<file path="config.mk">
export PLATFORM = sky130hd
export DESIGN_NAME = verencode
export DESIGN_NICKNAME = d
export VERILOG_FILES = /design/src/rtl/verencode.sv
export SDC_FILE = /design/constraint.sdc
export NUM_CORES = 1
export LEC_CHECK = 0
export ABC_AREA = 1
export CAP_MARGIN = 20
export CORE_ASPECT_RATIO = 2
export CORE_MARGIN = 2
export CORE_UTILIZATION = 46
export DETAILED_ROUTE_END_ITERATION = 7
export GPL_ROUTABILITY_DRIVEN = 0
export PLACE_DENSITY = 0.78
export SKIP_LAST_GASP = 1
export SLEW_MARGIN = 20
export SYNTH_ARGS = -nofsm -noshare
export SYNTH_HDL_FRONTEND = slang
export SYNTH_SLANG_ARGS = --single-unit
export TNS_END_PERCENT = 1
</file>
<file path="constraint.sdc">
create_clock -name clk -period 1.9 [get_ports clk]
set_clock_uncertainty 0.1 [all_clocks]
set_input_delay 0.38 -clock clk [delete_from_list [all_inputs] [get_ports clk]]
set_output_delay 0.38 -clock clk [all_outputs]
set_load 0.05 [all_outputs]
</file>
<file path="src/rtl/verencode.sv">
// RV32I instruction encoder: field-level requests in, 32-bit words out on a
// valid/ready stream. LI expands to LUI+ADDI when the constant needs both.
module verencode #(
   parameter logic [31:0] NOP_WORD = 32'h00000013
) (
   input  logic        clk,
   input  logic        reset,
   input  logic        req_valid,
   output logic        req_ready,
   input  logic [3:0]  req_kind,
   input  logic [4:0]  req_rd,
   input  logic [4:0]  req_rs1,
   input  logic [4:0]  req_rs2,
   input  logic [2:0]  req_funct3,
   input  logic        req_alt,
   input  logic [31:0] req_imm,
   output logic        out_valid,
   input  logic        out_ready,
   output logic [31:0] out_data,
   output logic        out_last,
   output logic        out_error
);

   localparam logic [6:0] OPC_OP     = 7'b0110011;
   localparam logic [6:0] OPC_OPIMM  = 7'b0010011;
   localparam logic [6:0] OPC_LOAD   = 7'b0000011;
   localparam logic [6:0] OPC_STORE  = 7'b0100011;
   localparam logic [6:0] OPC_BRANCH = 7'b1100011;
   localparam logic [6:0] OPC_LUI    = 7'b0110111;
   localparam logic [6:0] OPC_AUIPC  = 7'b0010111;
   localparam logic [6:0] OPC_JAL    = 7'b1101111;
   localparam logic [6:0] OPC_JALR   = 7'b1100111;
   localparam logic [6:0] OPC_SYSTEM = 7'b1110011;

   typedef enum logic {IDLE, SECOND} state_t;
   state_t state;

   logic [31:0] imm;
   logic [31:0] enc_word, enc_pend, pend;
   logic        enc_last, enc_err, enc_two;
   logic        fit12, fit13, fit21;
   logic [19:0] li_hi;
   logic [6:0]  i_opc;

   assign imm   = req_imm;
   // Signed-range tests: all bits above the field's sign bit equal the sign bit.
   assign fit12 = (&imm[31:11]) | ~(|imm[31:11]);
   assign fit13 = (&imm[31:12]) | ~(|imm[31:12]);
   assign fit21 = (&imm[31:20]) | ~(|imm[31:20]);
   // Upper part rounded so that ADDI's sign-extended low 12 bits land exactly.
   assign li_hi = imm[31:12] + {19'd0, imm[11]};
   assign i_opc = (req_kind == 4'd2) ? OPC_LOAD : (req_kind == 4'd8) ? OPC_JALR : OPC_OPIMM;

   assign req_ready = (state == IDLE) && (!out_valid || out_ready);

   always_comb begin
      enc_word = NOP_WORD;
      enc_pend = NOP_WORD;
      enc_last = 1'b1;
      enc_err  = 1'b0;
      enc_two  = 1'b0;
      case (req_kind)
         4'd0: enc_word = {1'b0, req_alt, 5'd0, req_rs2, req_rs1, req_funct3, req_rd, OPC_OP};
         4'd1, 4'd2, 4'd8: begin
            if (req_kind == 4'd1 && req_funct3[1:0] == 2'b01) begin
               enc_word = {1'b0, req_alt, 5'd0, imm[4:0], req_rs1, req_funct3, req_rd, OPC_OPIMM};
               enc_err  = |imm[31:5];
            end else begin
               enc_word = {imm[11:0], req_rs1, req_funct3, req_rd, i_opc};
               enc_err  = !fit12;
            end
         end
         4'd3: begin
            enc_word = {imm[11:5], req_rs2, req_rs1, req_funct3, imm[4:0], OPC_STORE};
            enc_err  = !fit12;
         end
         4'd4: begin
            enc_word = {imm[12], imm[10:5], req_rs2, req_rs1, req_funct3, imm[4:1], imm[11], OPC_BRANCH};
            enc_err  = !fit13 | imm[0];
         end
         4'd5, 4'd6: begin
            enc_word = {imm[31:12], req_rd, (req_kind == 4'd5) ? OPC_LUI : OPC_AUIPC};
            enc_err  = |imm[11:0];
         end
         4'd7: begin
            enc_word = {imm[20], imm[10:1], imm[11], imm[19:12], req_rd, OPC_JAL};
            enc_err  = !fit21 | imm[0];
         end
         4'd9: begin
            enc_word = {imm[11:0], 5'd0, 3'd0, 5'd0, OPC_SYSTEM};
            enc_err  = |imm[31:12];
         end
         4'd10: begin
            if (fit12) begin
               enc_word = {imm[11:0], 5'd0, 3'd0, req_rd, OPC_OPIMM};
            end else if (imm[11:0] == 12'd0) begin
               enc_word = {imm[31:12], req_rd, OPC_LUI};
            end else begin
               enc_word = {li_hi, req_rd, OPC_LUI};
               enc_pend = {imm[11:0], req_rd, 3'd0, req_rd, OPC_OPIMM};
               enc_last = 1'b0;
               enc_two  = 1'b1;
            end
         end
         default: enc_err = 1'b1;
      endcase
   end

   always_ff @(posedge clk) begin
      if (reset) begin
         state     <= IDLE;
         out_valid <= 1'b0;
         out_data  <= 32'd0;
         out_last  <= 1'b0;
         out_error <= 1'b0;
         pend      <= 32'd0;
      end else begin
         case (state)
            IDLE: begin
               if (req_valid && req_ready) begin
                  out_valid <= 1'b1;
                  out_data  <= enc_word;
                  out_last  <= enc_last;
                  out_error <= enc_err;
                  pend      <= enc_pend;
                  if (enc_two) state <= SECOND;
               end else if (out_ready) begin
                  out_valid <= 1'b0;
               end
            end
            SECOND: begin
               // LUI consumed: ADDI follows with no bubble.
               if (out_ready) begin
                  out_data  <= pend;
                  out_last  <= 1'b1;
                  out_error <= 1'b0;
                  state     <= IDLE;
               end
            end
            default: state <= IDLE;
         endcase
      end
   end

endmodule

</file>
Yosys cells after proc, flatten, opt, wreduce, memory -nomap -nowiden
Index checks and enable logic that the tools add are counted.
W data, S select, Z words.
- bits of input ports: 59
- flip-flop bits (word level): 68
- logic and storage cells: 86
- output and inout bits: 36
- bitwise operators: 9
- reduce and logical (&&, ||, !) cells: 25
- add/subtract/negate cells: 1
- multiplexer cells: 32
- equality and inequality tests: 13
- operators by type and width (operator ; count):
    $mux W32 ; 8
    $pmux W32 S8 ; 1
    $pmux W32 S2 ; 1
    $reduce_or A27 Y1 ; 1
    $reduce_or A12 Y1 ; 2
    $reduce_and A21 Y1 ; 1
    $reduce_or A21 Y1 ; 1
    $add A20 B1 Y20 ; 1
    $reduce_and A20 Y1 ; 1
    $reduce_or A20 Y1 ; 1
    $eq A4 B3 Y1 const B ; 4
    $mux W1 ; 15
    $mux W7 ; 2
    $eq A4 B4 Y1 const B ; 3
    $logic_not A12 Y1 ; 1
    $reduce_and A12 Y1 ; 1
    $eq A4 B2 Y1 const B ; 2
    $pmux W1 S7 ; 1
    $mux W6 ; 1
    $pmux W1 S2 ; 3
    $reduce_and A2 Y1 ; 3
    $or A1 B1 Y1 ; 5
    $eq A4 B1 Y1 const B ; 1
    $logic_not A1 Y1 ; 4
    other kinds (10) ; 16

Depth between registers and ports, before layout
- depth in word-level cells: 8
- gate-level depth with buffers: 14
- gate-level depth less buffers: 14

Worst setup path before layout
No wires, ideal clock.
- path type: register to register
- start: register out_valid
- end: register out_data[4]
- arrival: 2.337 ns
- clock period less this slack: 2.508 ns
- data required time: 1.730 ns
- path slack: -0.608 ns
- buffers on the path: 1
- stages on the path, launching flop included: 9
- setup time: 0.070 ns
- cell sequence: dfxtp_1 -> a21oi_1 -> nand2_1 -> nand2_1 -> inv_1 -> buf_2 -> a21oi_1 -> o31ai_1 -> a21oi_1
- longest elaborated chain between the ends: 6
- ends and longest elaborated chain (item ; RTL line ; RTL):
    start, declared ; 17 ; output logic out_valid,
    start signal, assigned ; 112 ; out_valid <= 1'b0;
    start signal, assigned ; 121 ; out_valid <= 1'b1;
    start signal, assigned ; 128 ; out_valid <= 1'b0;
    $logic_not A1 Y1 ; 54 ; assign req_ready = (state == IDLE) && (!out_valid || out_ready);
    $logic_or A1 B1 Y1 ; 54 ;
    $logic_and A1 B1 Y1 ; 54 ;
    net req_ready ; 9 ; output logic req_ready,
    $logic_and A1 B1 Y1 ; 120 ; if (req_valid && req_ready) begin
    $ne A2 B1 Y1 (no source line) ; n/a ;
    $reduce_and A2 Y1 (no source line) ; n/a ;
    end signal, assigned ; 122 ; out_data <= enc_word;
    end signal, assigned ; 134 ; out_data <= pend;
    end, declared ; 19 ; output logic [31:0] out_data,
The timed path passes the listed nets, and every way through them passes these cells.
A chain may end at the register's enable or synchronous reset.

Worst setup path after layout
- start: input req_imm[14]
- end: register out_error
- longest elaborated chain between the ends: 8
- elaborated cells between the ends (all ways): 16
- those cells by class: mux: 4; bitwise: 5; reduce/logical: 7
- ends and longest elaborated chain (item ; RTL line ; RTL):
    start, declared ; 16 ; input logic [31:0] req_imm,
    $reduce_or A21 Y1 / $reduce_or A20 Y1 (equally long branches) ; 47, 48, 91 ;
    $not A1 Y1 (on tied branches) ; 47, 48 ;
    $or A1 B1 Y1 (on tied branches) ; 47, 48 ;
    $logic_not A1 Y1 (on tied branches) ; 70, 75, 79 ;
    $mux W1 / $or A1 B1 Y1 (equally long branches) ; 65, 79 ;
    $pmux W1 S7 (*) ; 62 ; case (req_kind)
    $mux W1 (*) ; 120 ;
    $pmux W1 S2 (*) ; 118 ; case (state)
    end signal, assigned ; 124 ; out_error <= enc_err;
    end, declared ; 21 ; output logic out_error
Every way passes the cells marked *; elsewhere a longest branch is shown, timed or not. The select of a mux whose other input is x is not followed.

==> impl_metrics.tcl <==
set metrics [dict create \
    hold_class "reg -> reg" \
    synth_warnings 0 \
    cts_buffer_depth 2 \
    start_kind "input port" \
    fill_cells 604 \
    rsz0062_at_grt "yes" \
    dpl.hpwl_mm 12.5 \
    crit_required_ns 1.99 \
    diodes 0 \
    finalHoldViolCount 0 \
    pre_cts_ws_ns -0.677 \
    p_leak_nw 3.14 \
    path_clk_slew_ns 0.07 \
    start_util_pct 46.8 \
    dieArea_um2 9490 \
    synthCells 685 \
    crit_type "in -> reg" \
    grt_pass1_vias 5563 \
    irDropWorstVdd_mv 0.424 \
    cts_tree "built" \
    post-route-min-period_ns 1.96 \
    status "finished, violations left" \
    drcViolationCount 0 \
    grt_antenna_before_repair 0 \
    portBuffers 94 \
    track_usage_pct 34.1 \
    io_pins 95 \
    finalSetupViolCount 1 \
    rows 48 \
    setup_slack_ns -0.0628 \
    synth_top_family_by_area "simple AND/OR/NAND/NOR gates" \
    die_h_um 136 \
    nNetsFinal 964 \
    drive_gt1_share_pct 34.2 \
    max_cap_violations 0 \
    avgSynthCellArea_um2 5.83 \
    vias 5774 \
    fin_total_pwr_mw 3.52 \
    grt_max_degree 44 \
    synth_area_um2 3990 \
    synth_xor_xnor_area_share_pct 1.10 \
    synthMuxAreaShare_pct 0 \
    yosysTopAreaCell "dfxtp_1" \
    failed_checks "setup timing" \
    synthDominantCellAreaShare_pct 26.6 \
    initialDrtViolationCount 581 \
    syn2layout_area_growth_pct 62.0 \
    slew_violations 0 \
    grt-ovfl-total 0 \
    synth-edff-count 0 \
    yosys-top-cells-area "dfxtp_1 (27%), nand2_1 (22%), a21oi_1 (8.8%), nor2_1 (7.0%), o21ai_0 (5.4%)" \
    seq_area_frac_synth_pct 26.6 \
    synthTopCellsByCount "nand2_1 (239), nor2_1 (74), a21oi_1 (70), inv_1 (57), dfxtp_1 (53)" \
    core_um2 8530 \
    synth.most_common_cell "nand2_1" \
    arrival_ns 2.05 \
    synth_fa_ha_area_share_pct 0.940 \
    synth.distinct_cells 41 \
    grt_pass1_wl_mm 25.7 \
    htreeDepth 2 \
    wire_per_inst_um 17.3 \
    worst_pin_slew_ns 0.387 \
    synth_compound_area_share_pct 19.5 \
    cts-root-buf "clkbuf_16" \
    ant_nets 0 \
    numCtsBuffers 5 \
    die_width_um 69.9 \
    avgViaCountPerCell 5.76 \
    cp_max_fo 5 \
    ys.flop_type "dfxtp_1" \
    synthArstFlopShare_pct 0 \
    cts_sinks 53 \
    postCtsHoldBufs 0 \
    cp-end-kind "flop" \
    clk_latency_ns 0.30 \
    relSlewSlack_pct 74.2 \
    power_density_nw_per_um2 545 \
    synth_nets 747 \
    fmax_ghz 0.509 \
    finalCritPeriodShare_pct 103 \
    ys_seq_elements 53 \
    synth_simple_gate_area_share_pct 42.2 \
    first_pass_iters 8 \
    wl_mm 17.4 \
]
logic make-up (layout without fill, tap and decap cells):
kind of cell	count (synthesis)	count (layout)
and+or+nand+nor	394	394
AOI/OAI and AO/OA	139	139
DFF	53	53
adders and majority gates	3	3
buffers and inverters	91	309
xor gates and xnor gates	5	5
per-layer routing:
layer / track usage, % / vias up / wire length (um)
li1: - / 2644 / -
met1: 33.5 / 2622 / 5640
met2: 60.6 / 380 / 8860
met3: 3.87 / 128 / 1250
met4: 31.7 / 0 / 1610
met5: 0 / - / 0
registers in the layout (all words and copies together), names as in the netlist:
name,flops
pend,18
state,1
out_error,1
out_valid,1
out_data,31
out_last,1
critical path, cell delays in order:
cell	delay (ns)
dlygate4sd2_1	0.37
nand2_1	0.17
buf_4	0.18
nor2_1	0.11
nand2_1	0.07
nor2_1	0.14
nand2_1	0.09
nand3_1	0.10
nand2_1	0.10
nand2_1	0.08
nand3_1	0.09
nand2_1	0.11
a21oi_1	0.06
cell type report:
| cell class | count | area [um^2] | share of cell area, % |
|---|---|---|---|
| clock buffer | 5 | 125 | 1.93 |
| clock inverter | 3 | 46.3 | 0.716 |
| inverter | 64 | 243 | 3.75 |
| multi-input combinational | 541 | 2840 | 43.9 |
| sequential | 53 | 1060 | 16.4 |
| tap | 100 | 125 | 1.93 |
| timing repair buffer | 237 | 2020 | 31.3 |
through the flow:
step                      setup TNS, ns  utilization (%)  hold WS [ns]  std cells  cell area, um^2
final                           -0.0628             75.8         0.370       1003             6470
after global routing             -0.408             75.8         0.380       1003             6470
after CTS                        -0.322             74.0         0.372       1001             6310
after detailed placement         -27.68             69.4         0.361        988             5920
after global placement           -25.21             69.4         0.347        988             5920
after floorplan                       0                -         0.336        685             4010
path summary, 6_finish.rpt:
check	start	end	slack, ns	cells after the start
max	req_imm[14]	out_error$_SDFFE_PP0P_	-0.06	13
min	out_data[3]$_SDFFE_PP0P_	out_data[3]$_SDFFE_PP0P_	0.37	2
max reg2reg	state$_SDFF_PP0_	out_data[27]$_SDFFE_PP0P_	0.34	4
min reg2reg	out_data[3]$_SDFFE_PP0P_	out_data[3]$_SDFFE_PP0P_	0.37	2
power by group:
part           switching [mW]  internal, mW
combinational           0.747         0.497
clock                   0.449         0.625
sequential             0.0367          1.17
cells in the final DEF (no fill, tap or decap), types with 6 or more instances in the layout:
cell type        count
buf_12               6
nor2_1              49
inv_2               16
a21oi_2             18
nand3_1             37
dfxtp_1             52
inv_1               46
buf_4              165
nand2_2             28
nor2_4              12
nand3_2              6
a21oi_1             61
nand4_1             10
nor2_2              18
dlymetal6s2s_1      14
buf_6                8
nand2_1            220
clkdlybuf4s50_1     22
dlygate4sd2_1       16
o21ai_0             39
what timing repair did:
action | in CTS | in global routing
setup buffers | 5 | 2
resized for setup | 90 | 59
endpoints found under the setup margin | 47 | 52
pin swaps | 21 | 16
No activity file was read; power rests on OpenSTA's default activity.
